<file path="src/rtl/pm_read_arbiter.sv">
// Round-robin arbiter that shares one page-mode read engine among NREQ clients,
// steering word strobes and completion status back to the current owner.
module pm_read_arbiter #(
    parameter int NREQ = 4,
    parameter int AW   = 22,
    parameter int LW   = 3,
    parameter int TOUT = 255
) (
    input  logic                 clk_i,
    input  logic                 rst_ni,
    input  logic [NREQ-1:0]      req_i,
    input  logic [NREQ*AW-1:0]   addr_i,
    input  logic [NREQ*LW-1:0]   len_i,
    output logic [NREQ-1:0]      ack_o,
    output logic [NREQ-1:0]      gnt_o,
    output logic [NREQ-1:0]      word_valid_o,
    output logic [NREQ-1:0]      done_o,
    output logic [NREQ-1:0]      err_o,
    output logic [AW-1:0]        pm_address_o,
    output logic [LW-1:0]        pm_length_o,
    output logic                 pm_start_o,
    input  logic                 pm_busy_i,
    input  logic                 pm_word_strobe_i
);
    localparam int IW = $clog2(NREQ);
    localparam int WW = $clog2(TOUT + 1);
    localparam logic [WW-1:0] WDOG_LAST = WW'(TOUT - 1);

    typedef enum logic [2:0] {
        S_IDLE, S_ISSUE, S_WAIT_BUSY, S_RUN, S_COMPLETE, S_DRAIN
    } state_t;

    state_t          state_q, state_d;
    logic [IW-1:0]   ptr_q, ptr_d;
    logic [IW-1:0]   owner_q, owner_d;
    logic [NREQ-1:0] gnt_q, gnt_d;
    logic [NREQ-1:0] ack_q, ack_d;
    logic [AW-1:0]   addr_q, addr_d;
    logic [LW-1:0]   len_q, len_d;
    logic [WW-1:0]   wdog_q, wdog_d;
    logic [3:0]      cnt_q, cnt_d;
    logic            tout_q, tout_d;

    logic            found;
    logic [IW-1:0]   win;
    logic [IW-1:0]   idx;
    logic            wdog_expired;
    logic            mismatch;
    logic            in_run;
    logic            in_complete;
    logic            err_flag;

    // First asserted request at or after the pointer, wrapping around.
    always_comb begin
        found = 1'b0;
        win   = '0;
        idx   = '0;
        for (int k = 0; k < NREQ; k++) begin
            idx = IW'((int'(ptr_q) + k) % NREQ);
            if (!found && req_i[idx]) begin
                found = 1'b1;
                win   = idx;
            end
        end
    end

    // wdog_q holds cycles elapsed since the last sign of progress (start or strobe).
    assign wdog_expired = (wdog_q >= WDOG_LAST);
    assign mismatch     = (int'(cnt_q) != int'(len_q) + 1);

    always_comb begin
        state_d = state_q;
        ptr_d   = ptr_q;
        owner_d = owner_q;
        gnt_d   = gnt_q;
        ack_d   = '0;
        addr_d  = addr_q;
        len_d   = len_q;
        wdog_d  = wdog_q;
        cnt_d   = cnt_q;
        tout_d  = tout_q;
        case (state_q)
            S_IDLE: begin
                if (!pm_busy_i && found) begin
                    owner_d      = win;
                    gnt_d        = '0;
                    gnt_d[win]   = 1'b1;
                    ack_d[win]   = 1'b1;
                    addr_d       = addr_i[int'(win)*AW +: AW];
                    len_d        = len_i[int'(win)*LW +: LW];
                    state_d      = S_ISSUE;
                end
            end
            S_ISSUE: begin
                wdog_d  = WW'(1);
                cnt_d   = '0;
                tout_d  = 1'b0;
                state_d = S_WAIT_BUSY;
            end
            S_WAIT_BUSY: begin
                if (pm_busy_i) begin
                    wdog_d  = wdog_q + WW'(1);
                    state_d = S_RUN;
                end else if (wdog_expired) begin
                    tout_d  = 1'b1;
                    state_d = S_COMPLETE;
                end else begin
                    wdog_d  = wdog_q + WW'(1);
                end
            end
            S_RUN: begin
                if (pm_word_strobe_i) begin
                    cnt_d  = (cnt_q == 4'hF) ? cnt_q : cnt_q + 4'd1;
                    wdog_d = WW'(1);
                end
                if (!pm_busy_i) begin
                    state_d = S_COMPLETE;
                end else if (!pm_word_strobe_i) begin
                    if (wdog_expired) begin
                        tout_d  = 1'b1;
                        state_d = S_COMPLETE;
                    end else begin
                        wdog_d  = wdog_q + WW'(1);
                    end
                end
            end
            S_COMPLETE: begin
                gnt_d   = '0;
                ptr_d   = (owner_q == IW'(NREQ - 1)) ? '0 : owner_q + IW'(1);
                state_d = tout_q ? S_DRAIN : S_IDLE;
            end
            S_DRAIN: begin
                if (!pm_busy_i) begin
                    state_d = S_IDLE;
                end
            end
            default: state_d = S_IDLE;
        endcase
    end

    always_ff @(posedge clk_i or negedge rst_ni) begin
        if (!rst_ni) begin
            state_q <= S_IDLE;
            ptr_q   <= '0;
            owner_q <= '0;
            gnt_q   <= '0;
            ack_q   <= '0;
            addr_q  <= '0;
            len_q   <= '0;
            wdog_q  <= '0;
            cnt_q   <= '0;
            tout_q  <= 1'b0;
        end else begin
            state_q <= state_d;
            ptr_q   <= ptr_d;
            owner_q <= owner_d;
            gnt_q   <= gnt_d;
            ack_q   <= ack_d;
            addr_q  <= addr_d;
            len_q   <= len_d;
            wdog_q  <= wdog_d;
            cnt_q   <= cnt_d;
            tout_q  <= tout_d;
        end
    end

    assign in_run       = (state_q == S_RUN);
    assign in_complete  = (state_q == S_COMPLETE);
    assign err_flag     = tout_q | mismatch;
    assign pm_start_o   = (state_q == S_ISSUE);
    assign pm_address_o = addr_q;
    assign pm_length_o  = len_q;

    // Per-client steering; strobes outside RUN never reach a client.
    for (genvar gi = 0; gi < NREQ; gi++) begin : g_client
        assign ack_o[gi]        = ack_q[gi];
        assign gnt_o[gi]        = gnt_q[gi];
        assign word_valid_o[gi] = pm_word_strobe_i & gnt_q[gi] & in_run;
        assign done_o[gi]       = gnt_q[gi] & in_complete;
        assign err_o[gi]        = gnt_q[gi] & in_complete & err_flag;
    end

endmodule

</file>
<file path="config.mk">
export PLATFORM = sky130hd
export DESIGN_NAME = pm_read_arbiter
export DESIGN_NICKNAME = d
export VERILOG_FILES = /design/src/rtl/pm_read_arbiter.sv
export SDC_FILE = /design/constraint.sdc
export NUM_CORES = 1
export LEC_CHECK = 0
export ABC_CLOCK_PERIOD_IN_PS = 4050
export CAP_MARGIN = 40
export CORE_ASPECT_RATIO = 1.1
export CORE_MARGIN = 2
export CORE_UTILIZATION = 40
export DETAILED_ROUTE_END_ITERATION = 8
export PLACE_DENSITY = 0.8
export SLEW_MARGIN = 25
export SYNTH_ARGS = -nofsm -noshare
export SYNTH_HDL_FRONTEND = slang
export SYNTH_SLANG_ARGS = --single-unit
</file>
<file path="constraint.sdc">
create_clock -name clk_i -period 4.05 [get_ports clk_i]
set_input_delay 0.81 -clock clk_i [delete_from_list [all_inputs] [get_ports clk_i]]
set_output_delay 0.81 -clock clk_i [all_outputs]
set_load 0.03 [all_outputs]
</file>
==> results.cfg, run 1 <==
[grt]
grt_start_max_net_pins = 30
grt-ovfl-total = 0
grt_antenna_before_repair = 0
grt_pass1_wl_um = 15600
grtUsageTotal_pct = 23.8
grt_pass1_vias = 3271

[yosys]
yosys-top-cells-area = dfrtp_1 (43%), a222oi_1 (7.4%), mux2i_1 (7.4%)
synthDistinctLibCells = 54
ys_top_cells_by_count = dfrtp_1 (53), nand2_1 (39), o21ai_0 (31)
syn_area_sq_um = 3110
async_flop_share_pct = 100
synthCells = 320
ys_warn_count = 0
synth_top_area_share_pct = 42.6
synth.largest_area_cell = dfrtp_1
synth_edf_count = 0
yosysSeqAreaShare_pct = 42.6
synth-seq-cells = 53
synth_ff_type = dfrtp_1
synth.most_common_cell = dfrtp_1
synth_fp_nets = 433
avgSynthCellArea_sq_um = 9.73

[clock_tree]
numClockSinks = 53
cts-root-buf = clkbuf_8
htreeDepth = 2
numCtsBuffers = 5
clock_path_buffers = 2
cts_tree = yes
cts_hold_buf = 0
cts.clk_slew.worst_paths_ns = 0.10
cts_resized = 0
post_cts.repair.setup_buffers = 0
clk_latency_ns = 0.31

[timing]
finalHoldViolCount = 0
period_share_pct = 87.6
tightest_slew_ns = 0.598
fin_setup_tns_ns = 0
relSlewSlack_pct = 60.1
fin_crit_ns = 3.55
final_max_slew_viol_count = 0
rsz0062_at_grt = no
clock_skew_ns = 0.0124
max_freq_ghz = 0.282
finalSetupViolations = 0

[critical_path]
r2r_slack_ns = 1.81
crit_path_start_kind = flip-flop
worstPathArrival_ns = 2.74
critical_path.max_stage_delay_ns = 0.67
crit_path_top_delay_cell = clkdlybuf4s50_1
critical_path.endpoint_type = output port
crit_required_ns = 3.24
path_cells = inv_1 -> nand2_1 -> or2_2 -> a21oi_1 -> and2_1 -> clkdlybuf4s50_1
cp_top_family = buffers and inverters
path_max_fanout = 11
path_class = flip-flop to output port
cp_num_buf_inv = 2

[routing]
wirelength_um = 9910
drtAntennaViolNets = 0
drt-initial-drc-count = 232
via_count = 3235
drc_errors = 0
wire_per_inst_um = 17.3
drt_first_pass_iters = 6
vias_per_cell = 5.65

[finish]
n_fill_cell = 633
final-seq-area_sq_um = 1330
diodes = 0
final_area_sq_um = 4850
syn2layout_area_growth_pct = 55.7
nets = 581
drive_gt1_share_pct = 5.98
multi_input_comb_area_sq_um = 1680

[job]
maxCapViolCount = 0

[placement]
dp_hpwl_um = 7610
placed_area_sq_um = 4760
numPortBuffers = 153
gp_congestion = 0.858

[die]
start_util_pct = 41.4
coreArea_sq_um = 7510
rows = 33
fp.dieW_um = 88.1
die_y_um = 96.5
pin_count = 154
dieArea_sq_um = 8500

[power]
power_uw = 2830
leakagePower_uw = 0.00201
cellPowerDensity_nw_per_um2 = 584
irDropWorstVdd_mv = 0.270

[hold_path]
min-delay-path-class = input pin to asynchronous set/reset pin

[run_status]
status = finished clean
routing by layer:
metal  track usage [%]  part of all wire [%]  up-vias
met5                 0                     0        -
met4              9.60                   3.6        0
met3              6.54                   7.8       26
met2              43.0                    52      132
met1              26.4                    37     1565
li1                  -                     -     1512
power breakdown:
part,total [uW],switching [uW],internal [uW]
logic,1620,883,739
registers,899,181,719
clock network,312,177,136
total,2830,1240,1590
cell families (layout without fill, tap and decap cells):
group / after synthesis / after routing / synth area share, %
multiplexers: 23 / 23 / 7.40
XOR/XNOR: 6 / 6 / 1.69
flip-flops: 53 / 53 / 42.6
adder cells (fa/ha/maj): 5 / 5 / 2.01
AND/OR/NAND/NOR: 95 / 95 / 16.0
buffers and inverters: 29 / 177 / 4.50
AO/OA/AOI/OAI: 109 / 109 / 25.8
final timing paths:
check	from	end	depth (start not counted)
worst min-delay path	rst_ni	wdog_q[7]	1
worst max-delay path	state_q[1]	err_o[2]	6
worst max register to register	ptr_q[1]	pm_address_o[13]	6
max in group asynchronous	rst_ni	ptr_q[0]	2
min in group clk_i	owner_q[0]	ptr_q[0]	1
worst min register to register	owner_q[0]	ptr_q[0]	1
layout by cell type (no fill, tap or decap), types with 7 or more instances in the layout:
master,Yosys,layout
a21oi_1,13,13
nand2_1,39,39
dfrtp_1,53,53
clkdlybuf4s50_1,0,152
mux2i_1,23,23
o21ai_0,31,30
a2bb2oi_1,7,7
and2_1,13,13
buf_4,0,9
a222oi_1,23,23
inv_1,8,8
nor2_1,12,12
flip-flops by register name (all words and copies together), names as in the netlist:
signal        cells
pm_address_o     22
wdog_q            8
ack_o             4
cnt_q             4
gnt_o             4
pm_length_o       3
state_q           3
owner_q           2
ptr_q             2
tout_q            1
worst reg2reg max path, cell delays in order (launching register included):
cell      delay, ns
dfrtp_1        0.45
a21boi_0       0.42
o221a_2        0.46
nor4_4         0.08
buf_4          0.25
a222oi_1       0.36
nand2_1        0.10
metrics by stage:
stage               utilization [%]  hold WS (ns)  setup slack [ns]  instances
finish                         64.5         0.500             0.504        573
floorplan                         -         0.458              1.60        320
CTS                            64.5         0.517             0.526        573
global route                   64.5         0.531             0.397        573
global placement               63.3         0.480             0.649        566
detailed placement             63.3         0.500             0.604        566
area by class of cell:
cell class / instances / share of cell area [%]
flip-flops and latches: 53 / 27.4
clock buffers: 6 / 1.70
clock inverters: 1 / 0.155
multi-input cells: 238 / 34.6
inverters: 8 / 0.619
well taps: 105 / 2.71
repair buffers: 162 / 32.9
Power figures use the tool's default switching activity.
==> run 2, diff against run 1 <==
--- a/config.mk
+++ b/config.mk
@@ -6,7 +6,7 @@
 export NUM_CORES = 1
 export LEC_CHECK = 0
 export ABC_CLOCK_PERIOD_IN_PS = 4050
-export CAP_MARGIN = 40
+export CAP_MARGIN = 20
 export CORE_ASPECT_RATIO = 1.1
 export CORE_MARGIN = 2
 export CORE_UTILIZATION = 40
==> results of run 2 <==
Final layout, timing and power as in run 1 (identical DEF).
